===== src/rtl/mem_bridge.sv =====
// Load/store bridge from the KTC32 multicycle controller to a word-wide valid/ready memory bus.
// Optional wait-state watchdog enabled by defining MEM_BRIDGE_TIMEOUT_EN (limit = TIMEOUT cycles).
module mem_bridge #(
  parameter int TIMEOUT = 255
) (
  input  logic        clk,
  input  logic        reset,
  input  logic        req,
  input  logic [1:0]  memwrite,
  input  logic [2:0]  ldsize,
  input  logic [31:0] addr,
  input  logic [31:0] wdata,
  output logic [31:0] rdata,
  output logic        busy,
  output logic        done,
  output logic        err,
  output logic        bus_valid,
  output logic        bus_we,
  output logic [31:0] bus_addr,
  output logic [3:0]  bus_wstrb,
  output logic [31:0] bus_wdata,
  input  logic        bus_ready,
  input  logic [31:0] bus_rdata,
  output logic [1:0]  state_dbg
);

  // Bus handshake: bus_valid and all bus_* outputs stay stable from BUS entry until
  // the cycle bus_ready is seen high; that cycle completes the transfer.
  typedef enum logic [1:0] {S_IDLE = 2'd0, S_BUS = 2'd1, S_RESP = 2'd2} state_t;

  state_t      state, state_nxt;
  logic [1:0]  mw_q;
  logic [2:0]  ls_q;
  logic [1:0]  a_q;
  logic        err_q;

  logic        is_load, is_half, is_word, bad_ls, acc_err;
  logic [3:0]  strb_n;
  logic [31:0] wd_n;
  logic [7:0]  lane_b;
  logic [15:0] lane_h;
  logic [31:0] ext_n;
  logic        tmo;

  assign is_load = (memwrite == 2'b00);
  assign is_half = (memwrite == 2'b10) || (is_load && (ldsize == 3'b011 || ldsize == 3'b100));
  assign is_word = (memwrite == 2'b11) || (is_load && ldsize == 3'b101);
  assign bad_ls  = is_load && (ldsize == 3'b000 || ldsize > 3'b101);
  assign acc_err = bad_ls || (is_half && addr[0]) || (is_word && (addr[1:0] != 2'b00));

  always_comb begin
    strb_n = 4'b0000;
    wd_n   = wdata;
    case (memwrite)
      2'b01: begin
        strb_n = 4'b0001 << addr[1:0];
        wd_n   = {4{wdata[7:0]}};
      end
      2'b10: begin
        strb_n = 4'b0011 << addr[1:0];
        wd_n   = {2{wdata[15:0]}};
      end
      2'b11: strb_n = 4'b1111;
      default: ;
    endcase
  end

  // Little-endian lane select from the latched low address bits.
  always_comb begin
    lane_b = 8'h00;
    case (a_q)
      2'd0: lane_b = bus_rdata[7:0];
      2'd1: lane_b = bus_rdata[15:8];
      2'd2: lane_b = bus_rdata[23:16];
      2'd3: lane_b = bus_rdata[31:24];
      default: ;
    endcase
    lane_h = a_q[1] ? bus_rdata[31:16] : bus_rdata[15:0];
    case (ls_q)
      3'b001:  ext_n = {24'h000000, lane_b};
      3'b010:  ext_n = {{24{lane_b[7]}}, lane_b};
      3'b011:  ext_n = {16'h0000, lane_h};
      3'b100:  ext_n = {{16{lane_h[15]}}, lane_h};
      default: ext_n = bus_rdata;
    endcase
  end

`ifdef MEM_BRIDGE_TIMEOUT_EN
  localparam int CW = ($clog2(TIMEOUT + 1) > 8) ? $clog2(TIMEOUT + 1) : 8;
  logic [CW-1:0] cnt;

  // bus_ready wins over the limit in the same cycle.
  assign tmo = (state == S_BUS) && !bus_ready && (cnt == CW'(TIMEOUT));

  always_ff @(posedge clk) begin
    if (!reset) begin
      cnt <= '0;
    end else if (state == S_IDLE) begin
      cnt <= '0;
    end else if (state == S_BUS && !bus_ready && !tmo) begin
      cnt <= cnt + 1'b1;
    end
  end
`else
  logic unused_timeout;
  assign unused_timeout = (TIMEOUT != 0);
  assign tmo = 1'b0;
`endif

  always_comb begin
    state_nxt = state;
    case (state)
      S_IDLE: if (req) state_nxt = acc_err ? S_RESP : S_BUS;
      S_BUS:  if (bus_ready || tmo) state_nxt = S_RESP;
      S_RESP: state_nxt = S_IDLE;
      default: state_nxt = S_IDLE;
    endcase
  end

  always_ff @(posedge clk) begin
    if (!reset) begin
      state     <= S_IDLE;
      mw_q      <= 2'b00;
      ls_q      <= 3'b000;
      a_q       <= 2'b00;
      err_q     <= 1'b0;
      rdata     <= 32'h0;
      bus_we    <= 1'b0;
      bus_addr  <= 32'h0;
      bus_wstrb <= 4'b0000;
      bus_wdata <= 32'h0;
    end else begin
      state <= state_nxt;
      case (state)
        S_IDLE: begin
          if (req) begin
            mw_q  <= memwrite;
            ls_q  <= ldsize;
            a_q   <= addr[1:0];
            err_q <= acc_err;
            if (!acc_err) begin
              bus_we    <= !is_load;
              bus_addr  <= {addr[31:2], 2'b00};
              bus_wstrb <= strb_n;
              bus_wdata <= wd_n;
            end
          end
        end
        S_BUS: begin
          if (bus_ready) begin
            bus_we    <= 1'b0;
            bus_wstrb <= 4'b0000;
            if (mw_q == 2'b00) rdata <= ext_n;
          end else if (tmo) begin
            err_q     <= 1'b1;
            bus_we    <= 1'b0;
            bus_wstrb <= 4'b0000;
          end
        end
        default: ;
      endcase
    end
  end

  assign busy      = (state != S_IDLE);
  assign done      = (state == S_RESP);
  assign err       = (state == S_RESP) && err_q;
  assign bus_valid = (state == S_BUS);
  assign state_dbg = state;

endmodule


===== config.mk =====
export PLATFORM = sky130hd
export DESIGN_NAME = mem_bridge
export DESIGN_NICKNAME = d
export VERILOG_FILES = /design/src/rtl/mem_bridge.sv
export SDC_FILE = /design/constraint.sdc
export NUM_CORES = 1
export LEC_CHECK = 0
export CAP_MARGIN = 20
export CELL_PAD_IN_SITES_DETAIL_PLACEMENT = 1
export CELL_PAD_IN_SITES_GLOBAL_PLACEMENT = 1
export CORE_MARGIN = 2
export CORE_UTILIZATION = 31
export DETAILED_ROUTE_END_ITERATION = 10
export HOLD_SLACK_MARGIN = 0.05
export PLACE_DENSITY = 0.85
export SYNTH_ARGS = -nofsm -noshare
export SYNTH_HDL_FRONTEND = slang
export SYNTH_SLANG_ARGS = --single-unit

===== constraint.sdc =====
create_clock -name clk -period 2.5 [get_ports clk]
set_input_delay 0.5 -clock clk [delete_from_list [all_inputs] [get_ports clk]]
set_output_delay 0.5 -clock clk [all_outputs]
set_load 0.005 [all_outputs]

==> impl_metrics.env <==
export IMPL_outcome="complete, no violations"
export IMPL_die_x_um=134.4
export IMPL_num_rows=47
export IMPL_cp_startpoint="memwrite[0]"
export IMPL_synth_top_area_share_pct=41.40
export IMPL_rsz0062_at_grt="false"
export IMPL_antenna_found_initial=0
export IMPL_irDropWorstVdd_mv=0.3248
export IMPL_wl_per_cell_um=18.14
export IMPL_avgSynthCellArea_um2=8.656
export IMPL_area_growth_pct=50.82
export IMPL_synthMuxAreaShare_pct=14.41
export IMPL_route_vias_total=5277
export IMPL_drc=0
export IMPL_io_buffer_count=209
export IMPL_cts_tree="done"
export IMPL_skew_ns=0.01276
export IMPL_die_area_um2=18060
export IMPL_via_per_inst=5.138
export IMPL_yosys_area_share_simple_pct=16.69
export IMPL_synth_common_cells="136 x nand2_1, 109 x dfxtp_1, 59 x mux2i_1"
export IMPL_max_cap_violations=0
export IMPL_arrival_ns=2.52
export IMPL_slew_violations=0
export IMPL_ys_top_cells_by_area="dfxtp_1 41%, mux2i_1 11%, nand2_1 9.7%, o21ai_0 4.0%, mux4_2 3.0%"
export IMPL_r2r_end="rdata[17]"
export IMPL_core_um2=16580
export IMPL_crit_end="bus_addr[11]"
export IMPL_post_place_ws_ns=-0.1120
export IMPL_min_period_ns=2.234
export IMPL_finalWorstSetupSlack_ns=0.2657
export IMPL_ys_flop_type="dfxtp_1"
export IMPL_async_flop_share_pct=0
export IMPL_synth_area_um2=5271
export IMPL_grt_pass1_vias=5533
export IMPL_grt_usage_pct=20.75
export IMPL_wl_um=18630
export IMPL_ioPinCount=212
export IMPL_hold_viol_final=0
export IMPL_drt_initial_drc_count=248
export IMPL_dp_hpwl_um=13910
export IMPL_clock_latency_ns=0.36
export IMPL_max_slew_margin_pct=49.80
export IMPL_hold_buffers=0
export IMPL_yosysMostFrequentCell="nand2_1"
export IMPL_grt_overflow=0
export IMPL_synth_adder_area_share_pct=0.9494
export IMPL_leakage_nw=3.007
export IMPL_grt_max_degree=65
export IMPL_ys_ff_latch=109
export IMPL_clock_sinks=109
export IMPL_drtPass1Iterations=4
export IMPL_root_buffer="clkbuf_16"
export IMPL_reg2reg_slack_ns=0.45
export IMPL_synth_top_family_by_area="compound AO/OA/AOI/OAI gates"
export IMPL_r2r_start="a_q[1]"
export IMPL_post_cts_buffers=0
export IMPL_synthXorXnorAreaFrac_pct=0.1662
export IMPL_syn_inst=609
export IMPL_postCtsResizedCells=0
export IMPL_crit_path_start_kind="primary input"
export IMPL_setup_viol=0
export IMPL_power_total_w=0.004472
export IMPL_worst_r2r_cell_count=6
export IMPL_path_clk_slew_ns=0.08
export IMPL_ys_types=50
export IMPL_critPathRequiredTime_ns=2.79
export IMPL_antennaDiodeCount=0
export IMPL_cts_buffers=9
export IMPL_setup_worst_path_end_class="flop"
export IMPL_period_share_pct=89.37
export IMPL_synth_top_cell_by_area="dfxtp_1"
export IMPL_synth_compound_area_share_pct=19.87
export IMPL_worst_slew_pin_slew_ns=0.7502
export IMPL_htree_levels=3
export IMPL_power_density_nw_per_um2=562.5
export IMPL_critical_path_class="in -> reg"
export IMPL_cp_max_fo=10
export IMPL_drive_gt1_share_pct=7.435
export IMPL_die_h_um=134.4
export IMPL_nNetsFinal=912
export IMPL_min_path_type="reg -> reg"
export IMPL_ctsLongestPathBuffers=2
export IMPL_clock_fmax_mhz=447.6
export IMPL_synth_edff_count=0
export IMPL_initial_core_util_pct=31.79
export IMPL_synth_warnings=0
export IMPL_yosysSeqAreaShare_pct=41.40
export IMPL_place_gp_congestion=0.7433
export IMPL_grt_pass1_wl_um=29620
export IMPL_whs_ns=0.4603
export IMPL_drtAntennaViolNets=0
[flip-flops by register name, indices dropped and copies added, names as in the netlist]
name	count
rdata	32
bus_wstrb	4
bus_we	1
mw_q	2
bus_addr	30
bus_wdata	32
a_q	2
ls_q	3
err_q	1
state_dbg	2
[cell families (layout without fill, tap and decap cells)]
kind of cell    after synthesis  count (layout)
xor+xnor                      1               1
other cells                   1               2
fa+ha+maj                     4               4
compound gates              160             160
buf+inv                      71             268
simple gates                196             196
mux                          67              67
flops                       109             109
[how the worst min path moves through the flow]
| stage | from | slack (ns) | end | depth (start not counted) |
|---|---|---|---|---|
| 6_report | bus_wdata[13] | 0.46 | bus_wdata[13] | 2 |
| 5_1_grt | bus_wdata[7] | 0.48 | bus_wdata[7] | 2 |
| 4_1_cts | bus_addr[14] | 0.47 | bus_addr[14] | 2 |
| 3_5_place_dp | bus_wdata[7] | 0.45 | bus_wdata[7] | 2 |
| 3_3_place_gp | bus_addr[13] | 0.44 | bus_addr[13] | 2 |
| 2_1_floorplan | bus_addr[10] | 0.45 | bus_addr[10] | 2 |
[cells in the final DEF, fill, tap and decap left out, drive strengths merged, types with 2 or more instances in the layout]
cell / Yosys / final
a21boi: 16 / 16
a21oi: 3 / 3
a22oi: 15 / 15
a31oi: 24 / 24
a32oi: 3 / 3
a41oi: 8 / 8
and2: 2 / 2
buf: 22 / 31
clkbuf: 35 / 9
clkdlybuf4s50: 0 / 208
clkinv: 0 / 2
conb: 1 / 2
dfxtp: 109 / 109
ha: 4 / 4
inv: 14 / 18
mux2i: 59 / 59
mux4: 7 / 7
nand2: 136 / 136
nand2b: 5 / 5
nand3: 22 / 22
nand3b: 2 / 2
nor2: 9 / 9
nor2b: 2 / 2
nor3: 2 / 2
nor3b: 2 / 2
o211a: 7 / 7
o211ai: 10 / 10
o21ai: 63 / 63
o21bai: 4 / 4
or2: 3 / 3
or4: 7 / 7
[layer usage]
| layer | global-route usage, % | wire length (um) | vias up |
|---|---|---|---|
| met5 | 0 | 0 | - |
| met4 | 5.965 | 283 | 0 |
| met3 | 6.916 | 1720 | 16 |
| met2 | 34.98 | 8870 | 198 |
| met1 | 25.22 | 7750 | 2510 |
| li1 | - | - | 2553 |
[power by group]
group,switching (W),internal (W),total [W]
logic,0.000483,0.000620,0.00110
clock network,0.000721,0.000694,0.00141
registers,0.0000908,0.00186,0.00195
total,0.00129,0.00318,0.00447
[area by class of cell]
cell class	instances	area, um2
Clock buffer	9	225.2
Clock inverter	6	55.05
Fill cell	1945	8633
Inverter	14	52.55
Multi-Input combinational cell	430	2758
Sequential cell	109	2182
Tap cell	220	275.3
Timing Repair Buffer	239	2402
[critical path, stage by stage]
cell and delay, ns:
clkdlybuf4s50_1 0.56, inv_1 0.09, ha_1 0.21, nor2_1 0.14
o22ai_1 0.14, nor3_2 0.27, buf_4 0.24, buf_12 0.16
mux2i_1 0.20
[per-stage QoR]
stage          setup TNS, ns  instance area (um2)  instances  utilization (%)
6_report                   0                 7950       1027            47.94
5_1_grt                    0                 7950       1027            47.94
4_1_cts                    0                 7943       1026            47.89
3_5_place_dp          -4.468                 7662       1011            46.20
3_3_place_gp               0                 7662       1011            46.20
2_1_floorplan              0                 5275        610                -
No activity file was read; power rests on OpenSTA's default activity.
